$ cat config.mk
export PLATFORM = sky130hd
export DESIGN_NAME = dmem_wb_stage
export DESIGN_NICKNAME = d
export VERILOG_FILES = /design/src/rtl/lc3b_types.sv /design/src/rtl/dmem_perf_counter.sv /design/src/rtl/dmem_wb_stage.sv
export SDC_FILE = /design/constraint.sdc
export NUM_CORES = 1
export LEC_CHECK = 0
export ABC_AREA = 1
export CAP_MARGIN = 10
export CORE_MARGIN = 1
export CORE_UTILIZATION = 50
export DETAILED_ROUTE_END_ITERATION = 16
export GPL_TIMING_DRIVEN = 0
export PLACE_DENSITY_LB_ADDON = 0.15
export SETUP_SLACK_MARGIN = 0.5
export SYNTH_ARGS = -nofsm -noshare
export SYNTH_HDL_FRONTEND = slang
export SYNTH_SLANG_ARGS = --single-unit
$ cat constraint.sdc
create_clock -name clk -period 2.2 [get_ports clk]
set_input_delay 0.22 -clock clk [delete_from_list [all_inputs] [get_ports clk]]
set_output_delay 0.22 -clock clk [all_outputs]
set_load 0.03 [all_outputs]
$ cat src/rtl/lc3b_types.sv
// Shared LC-3b pipeline types used by the data-memory / writeback stage.
package lc3b_types;

    typedef logic [15:0] lc3b_word;
    typedef logic [2:0]  lc3b_reg;
    typedef logic [1:0]  lc3b_2bit;

    typedef enum logic [3:0] {
        op_br   = 4'b0000,
        op_add  = 4'b0001,
        op_ldb  = 4'b0010,
        op_stb  = 4'b0011,
        op_jsr  = 4'b0100,
        op_and  = 4'b0101,
        op_ldr  = 4'b0110,
        op_str  = 4'b0111,
        op_rti  = 4'b1000,
        op_not  = 4'b1001,
        op_ldi  = 4'b1010,
        op_sti  = 4'b1011,
        op_jmp  = 4'b1100,
        op_shf  = 4'b1101,
        op_lea  = 4'b1110,
        op_trap = 4'b1111
    } lc3b_opcode;

    typedef struct packed {
        lc3b_opcode opcode;
        logic       load_regfile;
        logic       load_cc;
        lc3b_2bit   wb_sel;
    } lc3b_control_word;

    typedef enum logic {
        IDLE   = 1'b0,
        ACCESS = 1'b1
    } dmem_state_t;

    localparam lc3b_2bit WMASK_ALL = 2'b11;

    // Byte load: odd address selects the high lane, zero-extended.
    function automatic lc3b_word ldb_extract(input lc3b_word rdata,
                                             input logic     odd);
        return odd ? {8'h00, rdata[15:8]} : {8'h00, rdata[7:0]};
    endfunction

endpackage

$ cat src/rtl/dmem_perf_counter.sv
// Saturating event counter, cleared by asynchronous active-low reset.
module dmem_perf_counter #(
    parameter int WIDTH = 32
) (
    input  logic             clk,
    input  logic             reset_n,
    input  logic             inc,
    output logic [WIDTH-1:0] count
);

    always_ff @(posedge clk or negedge reset_n) begin
        if (!reset_n) begin
            count <= '0;
        end else if (inc && (count != {WIDTH{1'b1}})) begin
            count <= count + WIDTH'(1);
        end
    end

endmodule

$ cat src/rtl/dmem_wb_stage.sv
// Data-memory handshake and MEM/WB pipeline register for the LC-3b core.
// Optional perf counters enabled with `define DMEM_PERF_CNT_EN.
module dmem_wb_stage
    import lc3b_types::*;
#(
    parameter int PERF_WIDTH = 32
) (
    input  logic             clk,
    input  logic             reset_n,
    input  logic             mem_read_b,
    input  logic             mem_write_b,
    input  lc3b_word         mem_address_b,
    input  lc3b_word         mem_wdata_b,
    input  lc3b_2bit         mem_wmask_b,
    input  lc3b_control_word ctrl_in,
    input  lc3b_reg          dest_in,
    input  lc3b_word         alu_in,
    input  lc3b_word         mem_pc_in,
    output logic             dmem_read,
    output logic             dmem_write,
    output lc3b_word         dmem_address,
    output lc3b_word         dmem_wdata,
    output lc3b_2bit         dmem_wmask,
    input  logic             dmem_resp,
    input  lc3b_word         dmem_rdata,
    output logic             stall,
    output logic             wb_valid,
    output lc3b_control_word wb_ctrl,
    output lc3b_reg          wb_dest,
    output lc3b_word         wb_alu,
    output lc3b_word         wb_mdr,
    output lc3b_word         wb_pc
`ifdef DMEM_PERF_CNT_EN
    ,
    output logic [PERF_WIDTH-1:0] perf_accesses,
    output logic [PERF_WIDTH-1:0] perf_stall_cycles
`endif
);

    dmem_state_t      r_state;
    dmem_state_t      w_next_state;
    logic             w_req;
    logic             w_stall;
    logic             w_start;

    logic             r_dmem_read;
    logic             r_dmem_write;
    lc3b_word         r_dmem_address;
    lc3b_word         r_dmem_wdata;
    lc3b_2bit         r_dmem_wmask;

    lc3b_control_word r_hold_ctrl;
    lc3b_reg          r_hold_dest;
    lc3b_word         r_hold_alu;
    lc3b_word         r_hold_pc;

    logic             r_wb_valid;
    lc3b_control_word r_wb_ctrl;
    lc3b_reg          r_wb_dest;
    lc3b_word         r_wb_alu;
    lc3b_word         r_wb_mdr;
    lc3b_word         r_wb_pc;
    lc3b_word         w_load_data;

    // Read and write together is illegal and degrades to a plain pass-through.
    assign w_req = mem_read_b ^ mem_write_b;

    always_ff @(posedge clk or negedge reset_n) begin
        if (!reset_n) begin
            r_state <= IDLE;
        end else begin
            r_state <= w_next_state;
        end
    end

    always_comb begin
        w_next_state = r_state;
        w_stall      = 1'b0;
        w_start      = 1'b0;
        unique case (r_state)
            IDLE: begin
                if (w_req) begin
                    w_next_state = ACCESS;
                    w_stall      = 1'b1;
                    w_start      = 1'b1;
                end
            end
            ACCESS: begin
                if (dmem_resp) begin
                    w_next_state = IDLE;
                end else begin
                    w_stall = 1'b1;
                end
            end
            default: begin
                w_next_state = IDLE;
            end
        endcase
    end

    always_comb begin
        w_load_data = '0;
        if (r_dmem_read) begin
            if (r_hold_ctrl.opcode == op_ldb) begin
                w_load_data = ldb_extract(dmem_rdata, r_dmem_address[0]);
            end else begin
                w_load_data = dmem_rdata;
            end
        end
    end

    always_ff @(posedge clk or negedge reset_n) begin
        if (!reset_n) begin
            r_dmem_read    <= 1'b0;
            r_dmem_write   <= 1'b0;
            r_dmem_address <= '0;
            r_dmem_wdata   <= '0;
            r_dmem_wmask   <= WMASK_ALL;
            r_hold_ctrl    <= '0;
            r_hold_dest    <= '0;
            r_hold_alu     <= '0;
            r_hold_pc      <= '0;
            r_wb_valid     <= 1'b0;
            r_wb_ctrl      <= '0;
            r_wb_dest      <= '0;
            r_wb_alu       <= '0;
            r_wb_mdr       <= '0;
            r_wb_pc        <= '0;
        end else begin
            unique case (r_state)
                IDLE: begin
                    if (w_req) begin
                        r_dmem_read    <= mem_read_b;
                        r_dmem_write   <= mem_write_b;
                        r_dmem_address <= mem_address_b;
                        r_dmem_wdata   <= mem_wdata_b;
                        r_dmem_wmask   <= mem_wmask_b;
                        r_hold_ctrl    <= ctrl_in;
                        r_hold_dest    <= dest_in;
                        r_hold_alu     <= alu_in;
                        r_hold_pc      <= mem_pc_in;
                        r_wb_valid     <= 1'b0;
                    end else begin
                        r_wb_valid <= 1'b1;
                        r_wb_ctrl  <= ctrl_in;
                        r_wb_dest  <= dest_in;
                        r_wb_alu   <= alu_in;
                        r_wb_mdr   <= '0;
                        r_wb_pc    <= mem_pc_in;
                    end
                end
                ACCESS: begin
                    if (dmem_resp) begin
                        r_dmem_read  <= 1'b0;
                        r_dmem_write <= 1'b0;
                        r_wb_valid   <= 1'b1;
                        r_wb_ctrl    <= r_hold_ctrl;
                        r_wb_dest    <= r_hold_dest;
                        r_wb_alu     <= r_hold_alu;
                        r_wb_mdr     <= w_load_data;
                        r_wb_pc      <= r_hold_pc;
                    end else begin
                        r_wb_valid <= 1'b0;
                    end
                end
                default: begin
                    r_wb_valid <= 1'b0;
                end
            endcase
        end
    end

    assign dmem_read    = r_dmem_read;
    assign dmem_write   = r_dmem_write;
    assign dmem_address = r_dmem_address;
    assign dmem_wdata   = r_dmem_wdata;
    assign dmem_wmask   = r_dmem_wmask;
    assign stall        = w_stall;
    assign wb_valid     = r_wb_valid;
    assign wb_ctrl      = r_wb_ctrl;
    assign wb_dest      = r_wb_dest;
    assign wb_alu       = r_wb_alu;
    assign wb_mdr       = r_wb_mdr;
    assign wb_pc        = r_wb_pc;

    if (PERF_WIDTH < 1) begin : g_perf_width_check
        $error("PERF_WIDTH must be at least 1");
    end

`ifdef DMEM_PERF_CNT_EN
    dmem_perf_counter #(
        .WIDTH(PERF_WIDTH)
    ) u_perf_accesses (
        .clk    (clk),
        .reset_n(reset_n),
        .inc    (w_start),
        .count  (perf_accesses)
    );

    dmem_perf_counter #(
        .WIDTH(PERF_WIDTH)
    ) u_perf_stalls (
        .clk    (clk),
        .reset_n(reset_n),
        .inc    (w_stall),
        .count  (perf_stall_cycles)
    );
`else
    logic w_start_unused;
    assign w_start_unused = w_start;
`endif

endmodule

Word-level counts from Yosys, hierarchy flattened:

Cells that the tools add are included.

* memories kept: 0
* bits in writable memories: 0
* latch bits: 0
* bits in registers: 140
* output and inout port bits: 97
* memory bits (read-only): 0

* multiplexer cells: 29
* bitwise gates (word level): 2
* reductions and logical operators: 3
* div/mod/pow operators: 0
* equal/unequal tests: 4
* shifts and indexed selects: 0
* $mul: 0
* magnitude comparators: 0
* add/sub/neg operators: 0

Operator list (count)
* 16-bit 2-to-1 mux: 8
* 16-bit case mux with 2 select lines: 3
* 8-bit 2-to-1 mux: 3
* 8-bit case mux with 2 select lines: 1
* 1-bit case mux with 2 select lines: 4
* 1-bit 2-to-1 mux: 7
* 3-bit 2-to-1 mux: 2
* 2-bit != test (second input constant): 3
* 3-bit case mux with 2 select lines: 1
* 2-bit AND reduction: 3
* 4-bit by 2-bit equality test with 1-bit output (second input constant): 1
* 1-bit inverter: 1
* 1-bit bitwise XOR: 1

Depth between registers and ports, before layout:

Gate-level depths: netlist of the first run.

* depth in word-level cells: 5
* gate-level depth with buffers: 8
* depth with buffers taken out: 7

Worst setup path after synthesis of the first run:

Ideal clock, no wire load.

* path kind: register to output
* from: register r_state
* to: output stall
* data required time: 1.980 ns
* slack: 0.924 ns
* stages on the path, launching flop included: 6
* arrival: 1.056 ns
* buffers on the path: 2
* cell sequence: dfrtp_1 inv_2 nand3_2 nand2_2 buf_6 buf_4

* longest elaborated chain between the ends: 2

Ends and longest elaborated chain
* from (decl): line dmem_wb_stage.sv:40 `dmem_state_t r_state;`
* from (signal assigned): line dmem_wb_stage.sv:72 `r_state <= w_next_state;`
* 1-bit inverter (no line)
* 1-bit case mux with 2 select lines (*): line dmem_wb_stage.sv:80 `unique case (r_state)`
* to (decl): line dmem_wb_stage.sv:26 `output logic stall,`

Mark *: on every way between the ends. The rest lies on a longest branch, timed or not.

Worst setup path in the final report of the first run:

Ends and elaborated chain as after synthesis.

==> flow_summary_export.csv, run 1 <==
group,metric,value,unit
sta,worst_pin_slew,0.486,ns
die,die_area,0.0123,mm^2
drt,dr.pass1.iters,5,
synth,synth_cells,696,
synth,yosys.area.top_type,"dfrtp_1",
drt,drtIter0Drc,359,
sta,rsz0062_at_grt,"true",
drt,drc_errors,0,
global_routing,grt_remaining_overflow,0,
synth,avgSynthCellArea,8.50,um^2
layout,seq_area,0.00351,mm^2
cts,cts_buffers,17,
synth,ys_seq_area_share,59.2,%
critical_path,path_cells,"clkinv_4 -> nand3_4 -> nand2_4 -> buf_8 -> buf_8 -> buf_6",
cts,cts_tree,"built",
die,initial_core_util,51.6,%
drt,wl,17100,um
synth,synth_nets,794,
synth,yosys.area.top_type_share,58.3,%
sta,clock_skew,0.00592,ns
run_status,status,"complete, no violations",
sta,slew_violations,0,
layout,finalInstanceArea,0.00892,mm^2
cts,clkTransAtPathRegs,0.06,ns
sta,slew-limit-headroom,67.6,%
placement,io_buffer_count,194,
power_and_ir_drop,p_leak,4.87,nW
layout,n_antenna_cell,0,
sta,setup_slack,0.514,ns
global_routing,track_usage,27.9,%
synth,synth_seq_cells,140,
die,pin_count,195,
die,core_area,0.0115,mm^2
critical_path,path_class,"flop to primary output",
critical_path,cpMostUsedCell,"buf_8",
cts,cts-root-buf,"clkbuf_16",
synth,ys_types,18,
cts,htreeDepth,4,
die,num_rows,39,
layout,n_fill_cell,827,
global_routing,antenna_found_initial,0,
power_and_ir_drop,powerDensity,1220,mW/mm^2
sta,setup_tns,0,ns
cts,clockBufferDepth,2,
layout,drive_above_1_share,8.47,%
drt,dr_total_vias,5577,
sta,setup_viol_count_final,0,
placement,dp_slack,-0.243,ns
global_routing,grt_max_degree,97,
critical_path,r2r_slack,0.70,ns
synth,synth.area.top_cells,"dfrtp_1 (58%), nand2_1 (14%), o21ai_0 (11%)",
placement,postPlaceCellArea,0.00807,mm^2
placement,hpwl,11600,um
cts,clkLatencyLatePin,0.41,ns
drt,ant_nets,0,
synth,yosysWarnings,0,
layout,final_cell_mix,"nand2_1 (219), dfrtp_1 (137), o21ai_0 (136)",
layout,multiInputGateArea,0.00185,mm^2
drt,wire_per_inst,15.8,um
placement,routabilityCongestion,0.815,
power_and_ir_drop,vdd_ir_drop_max,0.936,mV
die,die_x,111,um
layout,area_growth,50.7,%
sta,fin_crit,1.69,ns
drt,vias_per_cell,5.18,
critical_path,crit_path_end_kind,"primary output",
global_routing,grt_pass1_wl,27000,um
critical_path,worst_ep_arrival_time,1.47,ns
sta,period_share,76.6,%
layout,final_nets,1018,
min_path,hold_class,"input pin to asynchronous set/reset pin",
die,die_h,111,um
flow_run,drv_cap,0,
critical_path,crit_buf_inv,4,
global_routing,grt_pass1_vias,5553,
critical_path,slowest_stage,"dfrtp_2",
sta,fmax,593,MHz
sta,finalHoldViolCount,0,
layout,final_common_cell,"nand2_1",
critical_path,critPathTopFamily,"flip-flops",
critical_path,cp-start-kind,"flop",
critical_path,cp_data_required_time,1.98,ns
synth,syn-cell-area,0.00592,mm^2
critical_path,worst-path-max-fanout,8,
critical_path,max_stage_delay,0.45,ns
cts,cts.sinks,140,
-- synth_stat cells (all sizes together) --
| cell | n |
|---|---|
| nand3 | 16 |
| dfrtp | 138 |
| nor2 | 8 |
| inv | 95 |
| a21oi | 4 |
| clkbuf | 10 |
| nand4 | 4 |
| o31ai | 2 |
| dfstp | 2 |
| o21ai | 167 |
| nand2 | 220 |
| buf | 30 |
-- flip-flops by register name, summed over array words and instances (netlist names) --
register and flops:
dmem_address 16, dmem_wdata 16, r_hold_alu 16, r_hold_pc 16, wb_alu 16, wb_mdr 16
wb_pc 16, r_hold_ctrl 8, wb_ctrl 8, r_hold_dest 3, wb_dest 3, dmem_wmask 2
dmem_read 1, dmem_write 1, r_state 1, wb_valid 1
-- worst register-to-register path: stages (launching register included) --
cell and delay, ns:
dfrtp_2 0.45, clkinv_4 0.07, buf_4 0.14, clkbuf_1 0.38, nand2_1 0.09, o21ai_0 0.11, o21ai_0 0.14
-- where the power goes --
group          internal [W]  switching, W
sequential          0.00337      0.000449
combinational       0.00151       0.00244
clock               0.00202       0.00107
total               0.00690       0.00396
-- logic make-up (layout without fill, tap and decap cells) --
| kind of cell | Yosys count | in the layout | synth area share [%] |
|---|---|---|---|
| AOI/OAI and AO/OA | 173 | 173 | 14.7 |
| buffers and inverters | 135 | 372 | 9.70 |
| and+or+nand+nor | 248 | 248 | 16.4 |
| DFF | 140 | 140 | 59.2 |
-- area by class of cell --
type / count / area share, %
Buffer: 40 / 2.57
Clock buffer: 22 / 5.43
Clock inverter: 10 / 1.81
Inverter: 95 / 4.05
Multi-Input combinational cell: 421 / 20.8
Sequential cell: 140 / 39.3
Tap cell: 143 / 2.01
Timing Repair Buffer: 205 / 24.0
-- worst paths after layout --
check	startpoint	to	cells past startpoint
setup / recovery	r_state	stall	6
hold / removal	reset_n	wb_alu[7]	2
setup reg to reg	r_state	wb_pc[5]	6
hold reg to reg	wb_dest[2]	wb_dest[2]	2
max in group asynchronous	reset_n	dmem_wmask[0]	3
min in group clk	mem_wmask_b[1]	dmem_wmask[1]	3
-- metal layers --
| layer | up-vias | wire length [um] | track usage (%) |
|---|---|---|---|
| met5 | - | 0 | 0 |
| met3 | 43 | 1220 | 10.1 |
| met1 | 2681 | 6870 | 33.7 |
| met4 | 0 | 521 | 11.5 |
| met2 | 212 | 8440 | 45.3 |
| li1 | 2641 | - | - |
-- stage by stage --
| stage | std cells | total power (W) | utilization [%] | hold WS [ns] |
|---|---|---|---|---|
| 5_1_grt | 1076 | 0.0114 | 77.8 | 0.332 |
| 6_report | 1076 | 0.0109 | 77.8 | 0.306 |
| 4_1_cts | 1068 | 0.0109 | 76.1 | 0.307 |
| 3_5_place_dp | 1034 | 0.00781 | 70.4 | 0.175 |
| 2_1_floorplan | 696 | 0.00597 | - | -0.0756 |
| 3_3_place_gp | 1033 | 0.00767 | 70.1 | 0.459 |
-- repair_timing --
item / in CTS / in global routing
endpoints found under the hold margin: 44 / 0
hold buffers: 1 / 0
cloned: 0 / 0
resized for setup: 27 / 50
pin swaps: 1 / 1
endpoints found under the setup margin: 17 / 51
setup buffers: 1 / 8
(Power assumes the default switching activity.)
==> inputs of run 2 (changes only) <==
Settings changed: CORE_UTILIZATION 50 to 46.
Clock period 2.2 ns to 1.7 ns, I/O delays scaled along.
==> flow_summary_export.csv, run 2 (synthesis results as in run 1) <==
group,metric,value,unit
die,die_area,0.0133,mm^2
cts,clockBufferDepth,2,
drt,vias_per_cell,5.19,
die,die_x,115,um
cts,cts.sinks,140,
placement,io_buffer_count,194,
global_routing,grt_remaining_overflow,0,
die,die_h,115,um
flow_run,drv_cap,0,
cts,clkTransAtPathRegs,0.05,ns
sta,finalHoldViolCount,0,
sta,clock_skew,0.00816,ns
cts,htreeDepth,4,
cts,cts_tree,"built",
critical_path,cp-start-kind,"flop",
cts,cts-root-buf,"clkbuf_16",
global_routing,track_usage,26.5,%
critical_path,r2r_slack,0.18,ns
power_and_ir_drop,p_leak,5.03,nW
power_and_ir_drop,power,0.0149,W
layout,drive_above_1_share,35.1,%
die,num_rows,41,
layout,area_growth,67.2,%
critical_path,path_class,"flop to primary output",
sta,rsz0062_at_grt,"true",
critical_path,worst_ep_arrival_time,1.39,ns
global_routing,grt_pass1_vias,5547,
sta,fmax,640,MHz
drt,dr.pass1.iters,5,
layout,final_cell_mix,"nand2_1 (158), dfrtp_1 (136), o21ai_1 (97)",
placement,routabilityCongestion,0.821,
drt,wire_per_inst,17.5,um
sta,setup_viol_count_final,0,
global_routing,antenna_found_initial,0,
critical_path,cp_data_required_time,1.53,ns
layout,n_antenna_cell,0,
critical_path,worst-path-max-fanout,3,
layout,final_common_cell,"nand2_1",
die,initial_core_util,47.1,%
sta,period_share,91.9,%
run_status,status,"complete, no violations",
sta,slew_violations,0,
drt,dr_total_vias,5947,
min_path,hold_class,"input pin to flop",
die,core_area,0.0126,mm^2
power_and_ir_drop,powerDensity,1510,mW/mm^2
cts,clkLatencyLatePin,0.42,ns
power_and_ir_drop,vdd_ir_drop_max,0.690,mV
layout,post-route-util,78.8,%
global_routing,grt_pass1_wl,26800,um
drt,wl,20100,um
sta,setup_slack,0.138,ns
sta,setup_tns,0,ns
placement,hpwl,11400,um
drt,drtIter0Drc,423,
sta,slew-limit-headroom,63.5,%
sta,fin_crit,1.56,ns
cts,cts_buffers,17,
global_routing,grt_max_degree,72,
drt,ant_nets,0,
layout,final_nets,1059,
drt,drc_errors,0,
sta,worst_pin_slew,0.547,ns
placement,dp_slack,-0.614,ns
critical_path,crit_path_end_kind,"primary output",
die,pin_count,195,
## run 2: final cells by class
class,instances,area [um^2]
fillers,797,2670
flip-flops and latches,140,3510
clock buffers,29,510
multi-input cells,421,2340
inverters,95,359
repair buffers,246,2370
well taps,172,215
plain buffers,40,559
clock inverters,2,35.0
## run 2: per-stage QoR
stage | instance area, um^2 | hold slack (ns) | std cells
6_report | 9900 | 0.281 | 1145
5_1_grt | 9900 | 0.287 | 1145
4_1_cts | 8780 | 0.282 | 1118
3_5_place_dp | 8110 | 0.216 | 1063
3_3_place_gp | 8080 | 0.460 | 1062
2_1_floorplan | 5920 | -0.126 | 696
## run 2: final timing paths
| path | startpoint | cells past startpoint | endpoint |
|---|---|---|---|
| max | r_state | 6 | stall |
| min in group asynchronous | reset_n | 2 | wb_alu[9] |
| min | mem_wmask_b[1] | 3 | dmem_wmask[1] |
| max in group asynchronous | reset_n | 3 | dmem_address[3] |
| min reg2reg | wb_mdr[10] | 2 | wb_mdr[10] |
| max reg2reg | r_state | 10 | wb_alu[4] |
## run 2: power breakdown
group | leakage, nW | switching [W] | internal (W) | total [W]
clock | 0.266 | 0.00132 | 0.00216 | 0.00348
sequential | 1.72 | 0.000712 | 0.00436 | 0.00508
combinational | 3.04 | 0.00379 | 0.00260 | 0.00638
## run 2: repair_timing
item / in CTS / in global routing
gates cloned: 6 / 18
gates resized for setup: 643 / 259
pin swaps: 20 / 40
buffers inserted: 17 / 9
endpoints found under the hold margin: 67 / 0
endpoints found under the setup margin: 237 / 216
hold buffers: 1 / 0
## run 2: metal layers
metal	routed length, um	share of wire, %	GRT usage [%]
met3	1370	6.8	6.54
met1	7830	39	32.7
met4	748	3.7	11.5
met5	0	0	0
met2	10100	50	44.3
## run 2: worst max-delay path: stages, from the launching register on
cell and delay, ns:
dfrtp_2 0.44, inv_4 0.07, nand3_4 0.08, nand2_4 0.08
buf_8 0.10, buf_8 0.09, buf_6 0.12
==> inputs of run 3 (changes only) <==
--- a/config.mk
+++ b/config.mk
@@ -11,5 +11,5 @@
 export CORE_UTILIZATION = 46
 export DETAILED_ROUTE_END_ITERATION = 16
-export GPL_TIMING_DRIVEN = 0
+export GPL_TIMING_DRIVEN = 1
 export PLACE_DENSITY_LB_ADDON = 0.15
 export SETUP_SLACK_MARGIN = 0.5
==> constraint.sdc (replaced) <==
create_clock -name clk -period 1.7 [get_ports clk]
set_input_delay 0.255 -clock clk [delete_from_list [all_inputs] [get_ports clk]]
set_output_delay 0.255 -clock clk [all_outputs]
set_load 0.03 [all_outputs]
==> flow_summary_export.csv, run 3 (synthesis results as in run 1) <==
group,metric,value,unit
global_routing,grt_max_degree,79,
die,num_rows,41,
flow_run,drv_cap,0,
cts,cts.sinks,140,
min_path,hold_class,"input pin to flop",
placement,routabilityCongestion,0.806,
power_and_ir_drop,p_leak,4.89,nW
placement,postPlaceCellArea,0.00815,mm^2
drt,drtIter0Drc,338,
die,core_area,0.0126,mm^2
critical_path,critPathTopFamily,"flip-flops",
die,pin_count,195,
die,die_x,115,um
sta,period_share,87.2,%
sta,clock_skew,0.00597,ns
layout,drive_above_1_share,25.3,%
layout,area_growth,64.2,%
global_routing,grt_pass1_vias,5102,
layout,finalInstanceArea,0.00972,mm^2
cts,clkLatencyLatePin,0.42,ns
sta,worst_pin_slew,0.336,ns
sta,fin_crit,1.48,ns
die,die_h,115,um
global_routing,track_usage,23.6,%
global_routing,grt_remaining_overflow,0,
layout,n_antenna_cell,0,
critical_path,worst_ep_arrival_time,1.23,ns
drt,dr.pass1.iters,5,
layout,final_nets,1060,
sta,rsz0062_at_grt,"true",
cts,clkTransAtPathRegs,0.05,ns
die,die_area,0.0133,mm^2
layout,n_fill_cell,854,
cts,clockBufferDepth,2,
cts,cts_tree,"built",
power_and_ir_drop,vdd_ir_drop_max,0.861,mV
drt,ant_nets,0,
drt,dr_total_vias,5537,
sta,setup_viol_count_final,0,
drt,met3WireLength,1090,um
power_and_ir_drop,powerDensity,1550,mW/mm^2
critical_path,path_cells,"nand2_1 -> nand2_8 -> buf_6",
critical_path,max_stage_delay,0.43,ns
drt,wl,17000,um
sta,fmax,675,MHz
drt,wl_met2,8670,um
critical_path,worst-path-max-fanout,3,
critical_path,path_class,"flop to primary output",
critical_path,r2r_slack,0.22,ns
layout,final_cell_mix,"nand2_1 (215), dfrtp_1 (136), buf_6 (100)",
critical_path,cp_data_required_time,1.44,ns
drt,vias_per_cell,4.83,
run_status,status,"complete, no violations",
critical_path,cp-start-kind,"flop",
global_routing,antenna_found_initial,0,
sta,finalHoldViolCount,0,
cts,cts-root-buf,"clkbuf_16",
drt,drc_errors,0,
cts,cts_buffers,17,
sta,slew-limit-headroom,77.6,%
global_routing,grt_pass1_wl,24100,um
layout,final_common_cell,"nand2_1",
die,initial_core_util,47.1,%
drt,met1_length,6850,um
critical_path,crit_path_end_kind,"primary output",
power_and_ir_drop,power,0.0151,W
drt,top_layer,"met4",
drt,wire_per_inst,14.8,um
critical_path,slowest_stage,"dfrtp_2",
placement,io_buffer_count,194,
placement,hpwl,10100,um
critical_path,crit_buf_inv,1,
cts,htreeDepth,4,
sta,slew_violations,0,
run 3: final cells by class:
type                    count  area [um^2]  share of cell area [%]
repair buffers            286         3110                    32.0
well taps                 172          215                    2.21
clock buffers              24          492                    5.06
inverters                  95          359                    3.69
flip-flops and latches    140         3510                    36.1
clock inverters             7         87.6                   0.901
multi-input cells         422         1950                    20.1
run 3: worst paths after layout:
check / from / endpoint / depth (start not counted)
max: r_state / stall / 3
min: mem_read_b / dmem_write / 2
max reg2reg: r_state / r_hold_pc[9] / 8
min reg2reg: r_hold_alu[7] / r_hold_alu[7] / 2
max in group asynchronous: reset_n / dmem_wmask[0] / 3
min in group asynchronous: reset_n / r_hold_alu[9] / 2
run 3: report_power, final:
group / internal, W / switching [W]
clock: 0.00230 / 0.00132
sequential: 0.00436 / 0.000729
combinational: 0.00303 / 0.00336
total: 0.00969 / 0.00541
run 3: what timing repair did:
item | 4_1_cts | 5_1_grt
resized for setup | 683 | 75
setup endpoints to repair | 231 | 236
pin swaps | 2 | 1
buffers inserted | 29 | 29
hold endpoints to repair | 29 | 0
hold buffers | 1 | 0
gates cloned | 1 | 12
run 3: routing by layer:
metal	GRT usage, %	vias up
met5	0	-
met4	10.1	0
met3	7.48	31
met2	39.0	200
met1	28.7	2588
li1	-	2718
run 3: stage by stage:
step / hold WS [ns] / cells / setup TNS, ns / setup slack (ns) / util [%]
finish: 0.209 / 1146 / 0 / 0.218 / 77.3
global route: 0.203 / 1146 / 0 / 0.149 / 77.3
CTS: 0.195 / 1105 / 0 / 0.188 / 72.7
detailed placement: 0.165 / 1043 / -0.417 / -0.0403 / 64.9
global placement: 0.165 / 1043 / 0 / 0.0156 / 64.9
floorplan: -0.0406 / 696 / 0 / 0.450 / -
